File: src/rtl/reg_bridge_pkg.sv
// reg_bridge_pkg: shared FSM state enum, command/status bit positions
// and default frame magics. R_CSUM exists only with REG_BRIDGE_CSUM_EN.
package reg_bridge_pkg;

    localparam int CMD_WR_BIT      = 0;
    localparam int CMD_FIX_BIT     = 1;
    localparam int STAT_BUSTO_BIT  = 0;
    localparam int STAT_BADCMD_BIT = 1;

    localparam logic [7:0] DEF_REQ_MAGIC = 8'hAA;
    localparam logic [7:0] DEF_RPL_MAGIC = 8'hAB;

    typedef enum logic [3:0] {
        IDLE,
        CMD,
        CNT,
        ADDR,
        WDATA,
        BUS,
        R_MAGIC,
        R_DATA,
        R_STATUS
`ifdef REG_BRIDGE_CSUM_EN
        ,R_CSUM
`endif
    } state_e;

endpackage

File: src/rtl/reg_bridge_timer.sv
// reg_bridge_timer: loadable down-counter, expire_o on the TIMEOUT-th
// enabled cycle after load. Ports: clk_i, reset_ni, load_i, en_i, expire_o.
module reg_bridge_timer
    import reg_bridge_pkg::*;
#(
    parameter int unsigned TIMEOUT = 64
) (
    input  logic clk_i,
    input  logic reset_ni,
    input  logic load_i,
    input  logic en_i,
    output logic expire_o
);

    localparam int unsigned CW = (TIMEOUT > 1) ? $clog2(TIMEOUT + 1) : 1;

    generate
        if (TIMEOUT == 0) begin : g_off
            assign expire_o = 1'b0;
        end else begin : g_on
            logic [CW-1:0] cnt_q;

            always_ff @(posedge clk_i or negedge reset_ni) begin
                if (!reset_ni) begin
                    cnt_q <= '0;
                end else if (load_i) begin
                    cnt_q <= CW'(TIMEOUT);
                end else if (en_i && cnt_q != '0) begin
                    cnt_q <= cnt_q - 1'b1;
                end
            end

            assign expire_o = en_i && !load_i && (cnt_q == CW'(1));
        end
    endgenerate

endmodule

File: src/rtl/reg_bridge.sv
// reg_bridge: framed byte-stream host commands -> req/ack register bus,
// framed reply on omux. Host: in_rdy_i/in_data_i; reply: omux_req_o/
// omux_data_o/omux_sel_i; bus: reg_req_o/we/addr/wdata/rdata/ack.
// Optional trailing XOR checksum byte: define REG_BRIDGE_CSUM_EN.
module reg_bridge
    import reg_bridge_pkg::*;
#(
    parameter int unsigned ADDR_BYTES  = 2,
    parameter int unsigned DATA_BYTES  = 4,
    parameter logic [7:0]  REQ_MAGIC   = DEF_REQ_MAGIC,
    parameter logic [7:0]  RPL_MAGIC   = DEF_RPL_MAGIC,
    parameter int unsigned RX_TIMEOUT  = 1024,
    parameter int unsigned BUS_TIMEOUT = 64,
    localparam int AW = 8 * ADDR_BYTES,
    localparam int DW = 8 * DATA_BYTES
) (
    input  logic          clk_i,
    input  logic          reset_ni,
    input  logic          in_rdy_i,
    input  logic [7:0]    in_data_i,
    output logic          omux_req_o,
    output logic [7:0]    omux_data_o,
    input  logic          omux_sel_i,
    output logic          reg_req_o,
    output logic          reg_we_o,
    output logic [AW-1:0] reg_addr_o,
    output logic [DW-1:0] reg_wdata_o,
    input  logic [DW-1:0] reg_rdata_i,
    input  logic          reg_ack_i
);

    state_e        state_q, state_d;
    logic [1:0]    cmd_q, cmd_d;
    logic [7:0]    cnt_q, cnt_d;
    logic [7:0]    word_q, word_d;
    logic [1:0]    idx_q, idx_d;
    logic [AW-1:0] addr_q, addr_d;
    logic [DW-1:0] data_q, data_d;
    logic [1:0]    stat_q, stat_d;
    logic          req_q, req_d;
`ifdef REG_BRIDGE_CSUM_EN
    logic [7:0]    csum_q, csum_d;
`endif

    logic       rx_state, rx_exp, bus_exp, bus_fin;
    logic       last_word, last_abyte, last_dbyte;
    logic [7:0] rd_byte, stat_byte;

    assign rx_state   = (state_q == CMD) || (state_q == CNT) ||
                        (state_q == ADDR) || (state_q == WDATA);
    assign last_word  = (word_q == cnt_q);
    assign last_abyte = (idx_q == 2'(ADDR_BYTES - 1));
    assign last_dbyte = (idx_q == 2'(DATA_BYTES - 1));
    assign rd_byte    = data_q[8*idx_q +: 8];
    assign stat_byte  = {6'b0, stat_q};

    reg_bridge_timer #(.TIMEOUT(RX_TIMEOUT)) u_rx_tmr (
        .clk_i    (clk_i),
        .reset_ni (reset_ni),
        .load_i   (in_rdy_i),
        .en_i     (rx_state && !in_rdy_i),
        .expire_o (rx_exp)
    );

    // Loaded on the cycle before req rises; counts req-high cycles.
    reg_bridge_timer #(.TIMEOUT(BUS_TIMEOUT)) u_bus_tmr (
        .clk_i    (clk_i),
        .reset_ni (reset_ni),
        .load_i   ((state_q == BUS) && !req_q && !stat_q[STAT_BUSTO_BIT]),
        .en_i     (req_q && !reg_ack_i),
        .expire_o (bus_exp)
    );

    always_comb begin
        state_d = state_q;
        cmd_d   = cmd_q;
        cnt_d   = cnt_q;
        word_d  = word_q;
        idx_d   = idx_q;
        addr_d  = addr_q;
        data_d  = data_q;
        stat_d  = stat_q;
        req_d   = req_q;
        bus_fin = 1'b0;
`ifdef REG_BRIDGE_CSUM_EN
        csum_d  = csum_q;
`endif
        case (state_q)
            IDLE: begin
                if (in_rdy_i && in_data_i == REQ_MAGIC) begin
                    stat_d  = '0;
                    state_d = CMD;
                end
            end
            CMD: begin
                if (in_rdy_i) begin
                    if (|in_data_i[7:2]) begin
                        stat_d[STAT_BADCMD_BIT] = 1'b1;
                        state_d = R_MAGIC;
                    end else begin
                        cmd_d   = in_data_i[1:0];
                        state_d = CNT;
                    end
                end else if (rx_exp) begin
                    state_d = IDLE;
                end
            end
            CNT: begin
                if (in_rdy_i) begin
                    cnt_d   = in_data_i;
                    word_d  = '0;
                    idx_d   = '0;
                    state_d = ADDR;
                end else if (rx_exp) begin
                    state_d = IDLE;
                end
            end
            ADDR: begin
                if (in_rdy_i) begin
                    addr_d[8*idx_q +: 8] = in_data_i;
                    if (last_abyte) begin
                        idx_d   = '0;
                        state_d = cmd_q[CMD_WR_BIT] ? WDATA : R_MAGIC;
                    end else begin
                        idx_d = idx_q + 2'd1;
                    end
                end else if (rx_exp) begin
                    state_d = IDLE;
                end
            end
            WDATA: begin
                if (in_rdy_i) begin
                    data_d[8*idx_q +: 8] = in_data_i;
                    if (last_dbyte) begin
                        idx_d   = '0;
                        state_d = BUS;
                    end else begin
                        idx_d = idx_q + 2'd1;
                    end
                end else if (rx_exp) begin
                    state_d = IDLE;
                end
            end
            BUS: begin
                // After a timeout the word passes through with no bus cycle.
                if (stat_q[STAT_BUSTO_BIT]) begin
                    bus_fin = 1'b1;
                    if (!cmd_q[CMD_WR_BIT]) data_d = '0;
                end else if (!req_q) begin
                    req_d = 1'b1;
                end else if (reg_ack_i) begin
                    req_d   = 1'b0;
                    bus_fin = 1'b1;
                    if (!cmd_q[CMD_WR_BIT]) data_d = reg_rdata_i;
                end else if (bus_exp) begin
                    req_d   = 1'b0;
                    bus_fin = 1'b1;
                    stat_d[STAT_BUSTO_BIT] = 1'b1;
                    if (!cmd_q[CMD_WR_BIT]) data_d = '0;
                end
                if (bus_fin) begin
                    if (!cmd_q[CMD_FIX_BIT]) addr_d = addr_q + 1'b1;
                    idx_d = '0;
                    if (cmd_q[CMD_WR_BIT]) begin
                        word_d  = word_q + 8'd1;
                        state_d = last_word ? R_MAGIC : WDATA;
                    end else begin
                        state_d = R_DATA;
                    end
                end
            end
            R_MAGIC: begin
                if (omux_sel_i) begin
`ifdef REG_BRIDGE_CSUM_EN
                    csum_d = '0;
`endif
                    if (cmd_q[CMD_WR_BIT] || stat_q[STAT_BADCMD_BIT])
                        state_d = R_STATUS;
                    else
                        state_d = BUS;
                end
            end
            R_DATA: begin
                if (omux_sel_i) begin
`ifdef REG_BRIDGE_CSUM_EN
                    csum_d = csum_q ^ rd_byte;
`endif
                    if (last_dbyte) begin
                        idx_d   = '0;
                        word_d  = word_q + 8'd1;
                        state_d = last_word ? R_STATUS : BUS;
                    end else begin
                        idx_d = idx_q + 2'd1;
                    end
                end
            end
            R_STATUS: begin
                if (omux_sel_i) begin
`ifdef REG_BRIDGE_CSUM_EN
                    csum_d  = csum_q ^ stat_byte;
                    state_d = R_CSUM;
`else
                    state_d = IDLE;
`endif
                end
            end
`ifdef REG_BRIDGE_CSUM_EN
            R_CSUM: begin
                if (omux_sel_i) state_d = IDLE;
            end
`endif
            default: state_d = IDLE;
        endcase
    end

    always_ff @(posedge clk_i or negedge reset_ni) begin
        if (!reset_ni) begin
            state_q <= IDLE;
            cmd_q   <= '0;
            cnt_q   <= '0;
            word_q  <= '0;
            idx_q   <= '0;
            addr_q  <= '0;
            data_q  <= '0;
            stat_q  <= '0;
            req_q   <= 1'b0;
`ifdef REG_BRIDGE_CSUM_EN
            csum_q  <= '0;
`endif
        end else begin
            state_q <= state_d;
            cmd_q   <= cmd_d;
            cnt_q   <= cnt_d;
            word_q  <= word_d;
            idx_q   <= idx_d;
            addr_q  <= addr_d;
            data_q  <= data_d;
            stat_q  <= stat_d;
            req_q   <= req_d;
`ifdef REG_BRIDGE_CSUM_EN
            csum_q  <= csum_d;
`endif
        end
    end

    always_comb begin
        omux_req_o  = 1'b0;
        omux_data_o = 8'h00;
        case (state_q)
            R_MAGIC: begin
                omux_req_o  = 1'b1;
                omux_data_o = RPL_MAGIC;
            end
            R_DATA: begin
                omux_req_o  = 1'b1;
                omux_data_o = rd_byte;
            end
            R_STATUS: begin
                omux_req_o  = 1'b1;
                omux_data_o = stat_byte;
            end
`ifdef REG_BRIDGE_CSUM_EN
            R_CSUM: begin
                omux_req_o  = 1'b1;
                omux_data_o = csum_q;
            end
`endif
            default: ;
        endcase
    end

    assign reg_req_o   = req_q;
    assign reg_we_o    = req_q && cmd_q[CMD_WR_BIT];
    assign reg_addr_o  = addr_q;
    assign reg_wdata_o = data_q;

endmodule

File: config.mk
export PLATFORM = sky130hd
export DESIGN_NAME = reg_bridge
export DESIGN_NICKNAME = d
export VERILOG_FILES = /design/src/rtl/reg_bridge_pkg.sv /design/src/rtl/reg_bridge_timer.sv /design/src/rtl/reg_bridge.sv
export SDC_FILE = /design/constraint.sdc
export NUM_CORES = 1
export LEC_CHECK = 0
export CORE_MARGIN = 5
export CORE_UTILIZATION = 40
export CTS_CLUSTER_SIZE = 12
export DETAILED_ROUTE_END_ITERATION = 7
export GPL_ROUTABILITY_DRIVEN = 0
export HOLD_SLACK_MARGIN = 0.02
export PLACE_DENSITY_LB_ADDON = 0.3
export SETUP_SLACK_MARGIN = 0.15
export SLEW_MARGIN = 30
export SYNTH_ARGS = -nofsm -noshare
export SYNTH_HDL_FRONTEND = slang
export SYNTH_SLANG_ARGS = --single-unit
File: constraint.sdc
create_clock -name clk_i -period 2.6 [get_ports clk_i]
set_clock_uncertainty 0.05 [all_clocks]
set_input_delay 0.26 -clock clk_i [delete_from_list [all_inputs] [get_ports clk_i]]
set_output_delay 0.26 -clock clk_i [all_outputs]
set_load 0.1 [all_outputs]
# After elaboration in Yosys (flattened, before gate mapping)
# Index checks and enable logic that the tools add are counted.
dict set report totals {
  inputBits 45
  ff_bits 93
  output_inout_bits 59
}
dict set report classes {
  n_reduce_logical 44
  shifts 5
  bitwise 2
  eq_ne 32
  muxes 70
  n_addsub 6
}
# op count
set ops {}
lappend ops {{$mux W32} 7}
lappend ops {{$pmux W32 S2} 1}
lappend ops {{$mux W4} 15}
lappend ops {{$mux W16} 3}
lappend ops {{$pmux W8 S3} 2}
lappend ops {{$mux W8} 5}
lappend ops {{$pmux W4 S9} 1}
lappend ops {{$neg A5 Y34} 1}
lappend ops {{$shift A8 B34 Y16 const A} 1}
lappend ops {{$shift A8 B34 Y32 const A} 1}
lappend ops {{$shiftx A8 B34 Y16} 1}
lappend ops {{$shiftx A8 B34 Y32} 1}
lappend ops {{$bwmux W32} 1}
lappend ops {{$pmux W16 S2} 1}
lappend ops {{$shiftx A32 B6 Y8} 1}
lappend ops {{$mux W11} 2}
lappend ops {{$mux W2} 11}
lappend ops {{$ne A2 B2 Y1 const B} 11}
lappend ops {{$add A16 B1 Y16 const B} 1}
lappend ops {{$bwmux W16} 1}
lappend ops {{$eq A4 B3 Y1 const B} 4}
lappend ops {{$mux W1} 14}
lappend ops {{$mux W7} 2}
lappend ops {{$logic_and A1 B1 Y1} 12}
lappend ops {{36 further kinds} 59}

# Depth between registers and ports, before layout
# Gate-level depths: netlist of run 1.
dict set report depth {
  depth_word 13
  ltp_mapped 9
}

# Hierarchy
# A second synthesis of run 1 with hierarchy kept.
dict set report unflattened {
  cells_unflattened 619
  area_unflattened_um2 5893.2
}
# mod seq_area_each_um2 area_each_um2 instances cells_each
set modules_own_cells {}
lappend modules_own_cells {reg_bridge 1876.8 4685.7 1 487}
lappend modules_own_cells {{reg_bridge_timer at u_rx_tmr} 275.3 742.0 1 82}
lappend modules_own_cells {{reg_bridge_timer at u_bus_tmr} 175.2 465.4 1 50}

# Worst setup path after synthesis of run 1
# OpenSTA, ideal clock, no wires.
dict set report synth_timing {
  path_kind {register to output}
  start {reg data_q[8] (netlist: reg_wdata_o[8])}
  end {out omux_data_o[0]}
  path_stages_with_launch 4
  setup_slack_ns -0.573
  required_time_ns 2.290
  arrival_ns 2.863
  path_cell_list {dfrtp_1 > mux4_2 > nand2_1 > a21oi_1}
}
dict set report synth_via {
  elab_chain_cells 2
}
# item line_no
set synth_lines {}
lappend synth_lines {{start, declared} reg_bridge.sv:38} ;# logic [DW-1:0] data_q, data_d;
lappend synth_lines {{start signal, assigned} reg_bridge.sv:237} ;# data_q <= data_d;
lappend synth_lines {{$shiftx A32 B6 Y8} reg_bridge.sv:54} ;# assign rd_byte = data_q[8*idx_q +: 8];
lappend synth_lines {{$pmux W8 S3} reg_bridge.sv:249} ;# case (state_q)
lappend synth_lines {{end, declared} reg_bridge.sv:22} ;# output logic [7:0] omux_data_o,
# Every way passes these cells.

# Worst setup path in the final report of run 1
dict set report layout_timing {
  start {reg state_q[0]}
  end {reg addr_q[6] (netlist: reg_addr_o[6])}
}
dict set report layout_via {
  elab_chain_cells 13
  word_cells_on_any_way 18
}
# item line_no
set layout_lines {}
lappend layout_lines {{start, declared} reg_bridge.sv:32} ;# state_e state_q, state_d;
lappend layout_lines {{start signal, assigned} reg_bridge.sv:231} ;# state_q <= state_d;
lappend layout_lines {{$eq A4 B3 Y1} {reg_bridge.sv:69, reg_bridge.sv:88}}
lappend layout_lines {{$logic_and A1 B1 Y1 (2 in series)} reg_bridge.sv:69} ;# .load_i ((state_q == BUS) && !req_q && !stat_q[STAT_BUSTO_BIT]),
lappend layout_lines {{$logic_not A1 Y1} reg_bridge_timer.sv:33} ;# assign expire_o = en_i && !load_i && (cnt_q == CW'(1));
lappend layout_lines {{$logic_and A1 B1 Y1 (2 in series)} reg_bridge_timer.sv:33}
lappend layout_lines {{$mux W1} reg_bridge.sv:155} ;# end else if (bus_exp) begin
lappend layout_lines {{$mux W1} reg_bridge.sv:151} ;# end else if (reg_ack_i) begin
lappend layout_lines {{$mux W1} reg_bridge.sv:149} ;# end else if (!req_q) begin
lappend layout_lines {{$mux W1} reg_bridge.sv:146} ;# if (stat_q[STAT_BUSTO_BIT]) begin
lappend layout_lines {{$mux W1} reg_bridge.sv:88} ;# case (state_q)
lappend layout_lines {{$ne A2 B1 Y1 (no line)} -}
lappend layout_lines {{$reduce_and A4 Y1 (no line)} -}
lappend layout_lines {{end signal, assigned} reg_bridge.sv:236} ;# addr_q <= addr_d;
lappend layout_lines {{end, declared} reg_bridge.sv:37} ;# logic [AW-1:0] addr_q, addr_d;
# Several ways; a longest one is shown, not always the timed one. The select of a mux whose other input is x is not followed.
# A chain may end at the register's enable or synchronous reset.

==> results of run 1 <==
==> worst min-delay path by stage <==
| stage | cells after the start | from | to | slack (ns) |
|---|---|---|---|---|
| 3_5_place_dp | 1 | reset_ni | reg_addr_o[15] | 0.23 |
| 5_1_grt | 2 | reset_ni | reg_addr_o[7] | 0.44 |
| 3_3_place_gp | 1 | reset_ni | reg_addr_o[15] | 0.22 |
| 6_report | 2 | reset_ni | reg_addr_o[11] | 0.39 |
| 4_1_cts | 2 | reset_ni | reg_addr_o[14] | 0.42 |
| 2_1_floorplan | 0 | reset_ni | cmd_q[0] | -0.09 |
==> worst reg2reg max path, stage by stage, from the launching register on <==
cell and delay, ns:
dfrtp_1 0.48, buf_4 0.23, inv_2 0.11, or4_1 0.58, a22o_1 0.35, buf_4 0.22
a21oi_1 0.12, o22ai_1 0.09
==> power groups by stage <==
stage	logic, mW	registers (mW)	clock network (mW)
2_1_floorplan	2.93	4.62	0
3_3_place_gp	6.71	2.62	0
3_5_place_dp	6.82	2.65	0
4_1_cts	6.85	2.63	1.33
5_1_grt	7.29	2.72	1.40
6_report	6.88	2.65	1.31
==> layout make-up <==
cell class | instances | area (µm²) | area share, %
multi-input combinational | 494 | 3590 | 44.9
sequential | 93 | 2330 | 29.1
timing repair buffer | 162 | 1490 | 18.6
clock buffer | 11 | 253 | 3.16
tap | 188 | 235 | 2.94
inverter | 15 | 56.3 | 0.704
clock inverter | 5 | 43.8 | 0.547
==> state kept, by name (all words and copies together), names as in the netlist <==
name	count
reg_wdata_o	32
reg_addr_o	16
u_rx_tmr.g_on.cnt_q	11
cnt_q	8
word_q	8
u_bus_tmr.g_on.cnt_q	7
state_q	4
cmd_q	2
idx_q	2
stat_q	2
reg_req_o	1
==> cell families (layout without fill, tap and decap cells) <==
group	Yosys count	after routing	share of synthesized area [%]
compound gates	180	180	19.8
xor+xnor	23	23	3.33
fa+ha+maj	13	13	2.69
buf+inv	59	193	3.97
flops	93	93	38.4
mux	46	46	10.0
simple gates	232	232	21.7
==> per-layer routing <==
layer / vias to the layer above / wire, µm / GRT usage [%]
met5: - / 0 / 0
met4: 0 / 422 / 6.93
met3: 29 / 1300 / 4.37
met2: 209 / 9330 / 35.6
met1: 2872 / 8280 / 29.2
li1: 2665 / - / -
==> cells in the final DEF (no fill, tap or decap), types with 11 or more instances in the layout <==
| cell | netlist | routed |
|---|---|---|
| nand4_1 | 11 | 11 |
| dfrtp_1 | 93 | 92 |
| nand2_1 | 46 | 46 |
| xor2_1 | 19 | 19 |
| ha_1 | 13 | 13 |
| clkdlybuf4s50_1 | 0 | 43 |
| nor3_1 | 12 | 11 |
| o31ai_1 | 12 | 12 |
| buf_12 | 0 | 13 |
| nand3_1 | 16 | 16 |
| mux2_1 | 23 | 23 |
| o21ai_0 | 31 | 31 |
| buf_4 | 2 | 105 |
| a21oi_1 | 46 | 44 |
| nor2_1 | 51 | 47 |
| and3_1 | 31 | 31 |
| a22o_1 | 21 | 21 |
| a31oi_1 | 12 | 12 |
| inv_1 | 13 | 13 |
| o21ai_1 | 16 | 16 |
==> what timing repair did <==
item                       in CTS  in global routing
resized for setup               0                  6
hold buffers                    1                  0
setup endpoints to repair       0                 26
hold endpoints to repair       38                  0
==> metrics by stage <==
step | cells | TNS [ns] | hold WS, ns
floorplan | 646 | 0 | -0.0856
CTS | 968 | 0 | 0.424
global placement | 951 | -0.0224 | 0.219
detailed placement | 951 | -0.125 | 0.230
global route | 968 | 0 | 0.443
finish | 968 | 0 | 0.394
==> results.toml, run 1 <==
[outcome]
status = "finished, final reports clean"

[grt]
grt_remaining_overflow = 0
antenna_found_initial = 0
grt_pass1_vias = 5715
grt_pass1_wl_um = 30900
grt_use_total_pct = 21.8
grt_max_degree = 56

[timing]
finalWorstSetupSlack_ns = 0.272
rsz0062_at_grt = "yes"
hold_viol = 0
setup_viol = 0
worst_slew_pin_slew_ns = 0.798
slew_violations = 0
slew-limit-headroom_pct = 46.3
timing.final.crit_share_pct = 89.5
fmax_mhz = 430
layout_min_cycle_time_ns = 2.33

[critical_path]
cp.required_ns = 2.79
start_kind = "flip-flop"
crit_buf_inv = 3
critPathSlowestCell = "or4_1"
critPathCapture = "reg_addr_o[6]"
timing.rr.start = "state_q[0]"
reg2reg_slack_ns = 0.27
crit_start = "state_q[0]"
cp.arrival_ns = 2.52
crit_top_cell = "buf_4"
crit_family = "simple AND/OR/NAND/NOR gates"
path_max_fanout = 10
reg2regPathDepth = 7
slowest_delay_ns = 0.57
crit_path_end_kind = "flip-flop"
path_cells = "buf_4, inv_2, or4_1, a22o_1, buf_4, a21oi_1, o22ai_1"
path_class = "flip-flop to flip-flop"
r2r_end = "reg_addr_o[6]"
cp_num_cells = 7

[cells_and_area]
n_antenna_cell = 0
drive_above_1_share_pct = 24.1
fin_nets = 833
syn2layout_area_growth_pct = 32.1
final_cell_area_mm2 = 0.00800
fillers = 1296
utilization_pct = 53.2

[pwr]
pwr-share-comb_pct = 63.5
power_frac_seq_pct = 24.4
swShare_pct = 54.5
p_sw_mw = 5.90
p_leak_nw = 3.56
intPower_mw = 4.94
p_total_mw = 10.8
ir_worst_vdd_v = 0.00113
pwr-share-clk_pct = 12.1
p_per_area_mw_per_mm2 = 1360

[floorplan]
std_cell_rows = 45
die_area_mm2 = 0.0177
num_io_pins = 104
die_h_um = 133
core_area_mm2 = 0.0150
initial_core_util_pct = 40.3
die_w_um = 133

[yosys]
synth_cell_types = 74
netlist_instances = 646
synth_flop_cell = "dfrtp_1"
ys_ff_latch = 93
synth_common_cells = "dfrtp_1, nor2_1, a21oi_1, nand2_1"
syn_area_mm2 = 0.00605
syn-num-nets = 704
ys_seq_area_share_pct = 38.4
ys_top_cells_by_area = "dfrtp_1, mux2_1, a21oi_1"
avgSynthCellArea_um2 = 9.37
synth-edff-count = 0
ys_warn_count = 0
ys_async_sr_fraction_pct = 100
synth_top_area_cell = "dfrtp_1"
synth_most_common_cell = "dfrtp_1"
yosysTopAreaCellShare_pct = 38.4

[placed_design]
dpl.hpwl_um = 14500
place_ws_ns = -0.0654
placed_cell_area_mm2 = 0.00766
io_buffers = 103

[route]
ant_nets = 0
vias = 5775
drc = 0
routed_wl_um = 19300
routed_via_density = 5.97
drtPass1Iterations = 5
wl_per_cell_um = 20.0
drtIter0Drc = 439

[clocking]
cts_sinks = 93
cts_buffer_depth = 2
cts_tree = "built"
postCtsSetupBuffers = 0
root_buffer = "clkbuf_16"
cts_buffers = 9
clkSlewWorstSetupHoldPaths_ns = 0.07
htree_levels = 3
clk_latency_ns = 0.36

[worst_hold_path]
hp-class = "primary input to async pin"

[run]
cap_violations = 0
Power figures use the tool's default switching activity.
==> inputs of run 2 (changes only) <==
--- a/config.mk
+++ b/config.mk
@@ -12,6 +12,7 @@
 export GPL_ROUTABILITY_DRIVEN = 0
 export HOLD_SLACK_MARGIN = 0.02
 export PLACE_DENSITY_LB_ADDON = 0.3
+export REMOVE_ABC_BUFFERS = 1
 export SETUP_SLACK_MARGIN = 0.15
 export SLEW_MARGIN = 30
 export SYNTH_ARGS = -nofsm -noshare
==> results.toml, run 2 (synthesized netlist as in run 1, its figures left out) <==
[cells_and_area]
final_cell_area_mm2 = 0.00793
n_antenna_cell = 0
fin_nets = 830
layout_common_cells = "buf_4, dfrtp_1, nor2_1, nand2_1, a21oi_1"
final_common_cell = "buf_4"
largest_reg_flops = 32
syn2layout_area_growth_pct = 30.9
drive_above_1_share_pct = 22.7

[critical_path]
timing.rr.start = "state_q[0]"
path_class = "flip-flop to flip-flop"
start_kind = "flip-flop"
crit_path_end_kind = "flip-flop"
cp.required_ns = 2.79
path_max_fanout = 11
cp.arrival_ns = 2.52
crit_start = "state_q[0]"
reg2reg_slack_ns = 0.27

[placed_design]
dpl.hpwl_um = 13800
io_buffers = 103
placed_cell_area_mm2 = 0.00757

[floorplan]
core_area_mm2 = 0.0150
die_h_um = 133
die_w_um = 133
die_area_mm2 = 0.0177
std_cell_rows = 45
initial_core_util_pct = 40.3
num_io_pins = 104

[outcome]
status = "finished, final reports clean"

[pwr]
p_leak_nw = 3.54
ir_worst_vdd_v = 0.000904
p_total_mw = 10.8
p_per_area_mw_per_mm2 = 1360

[clocking]
cts_buffers = 9
cts_tree = "built"
root_buffer = "clkbuf_16"
cts_buffer_depth = 2
cts_sinks = 93
clkSlewWorstSetupHoldPaths_ns = 0.07
htree_levels = 3
clk_latency_ns = 0.35

[timing]
rsz0062_at_grt = "yes"
whs_ns = 0.328
slew_violations = 0
setup_viol = 0
timing.final.crit_share_pct = 89.6
fmax_mhz = 429
slew-limit-headroom_pct = 45.1
hold_viol = 0
layout_min_cycle_time_ns = 2.33
worst_slew_pin_slew_ns = 0.818
totalNegativeSetupSlack_ns = 0

[grt]
antenna_found_initial = 0
grt_pass1_wl_um = 30400
grt_max_degree = 49
grt_pass1_vias = 5797
grt_remaining_overflow = 0
grt_use_total_pct = 21.3

[worst_hold_path]
hp-class = "primary input to async pin"

[run]
cap_violations = 0

[route]
drtIter0Drc = 420
ant_nets = 0
routed_via_density = 6.00
vias = 5773
wl_per_cell_um = 19.8
drtPass1Iterations = 5
routed_wl_um = 19000
drc = 0
run 2: cell type report:
class / count / area [µm²]
Fill cell: 1337 / 7110
Multi-Input combinational cell: 494 / 3540
Sequential cell: 93 / 2330
Timing Repair Buffer: 159 / 1480
Clock buffer: 11 / 253
Tap cell: 188 / 235
Inverter: 15 / 56.3
Clock inverter: 2 / 35.0
run 2: power by group:
group / switching [mW] / internal, mW / total (mW) / leakage [nW]
logic: 4.56 / 2.21 / 6.77 / 2.19
clock network: 0.564 / 0.781 / 1.34 / 0.143
registers: 0.652 / 2.01 / 2.66 / 1.21
total: 5.77 / 5.00 / 10.8 / 3.54
run 2: final timing paths:
path,endpoint,depth (start not counted)
setup / recovery,state_q[1],6
hold / removal,u_bus_tmr.g_on.cnt_q[5],2
setup reg to reg,state_q[1],6
hold reg to reg,cmd_q[1],2
max in group asynchronous,reg_wdata_o[24],3
min in group clk_i,cmd_q[1],2
run 2: per-stage QoR:
step	util [%]	cells	worst slack [ns]
2_1_floorplan	-	602	-0.797
3_3_place_gp	50.3	946	-0.0384
3_5_place_dp	50.4	946	-0.0537
4_1_cts	52.3	960	0.164
5_1_grt	52.7	962	0.139
6_report	52.7	962	0.271
run 2: worst max-delay path, cell delays in order (launching register included):
cell      delay [ns]
dfrtp_2         0.49
buf_4           0.20
or4b_1          0.54
a211oi_1        0.28
a2111o_1        0.20
nand2b_4        0.16
mux2_4          0.29
run 2: layer usage:
| metal | part of all wire [%] | up-vias | GRT usage (%) |
|---|---|---|---|
| li1 | - | 2649 | - |
| met1 | 42 | 2821 | 27.9 |
| met2 | 47 | 263 | 33.8 |
| met3 | 7.7 | 40 | 5.86 |
| met4 | 2.7 | 0 | 7.62 |
| met5 | 0 | - | 0 |
run 2: repair_timing:
item                                    in CTS  in global routing
pin swaps                                    1                  1
hold buffers                                 1                  0
gates resized for setup                      0                  8
buffers inserted                             0                  2
endpoints found under the setup margin       1                 34
endpoints found under the hold margin       24                  0
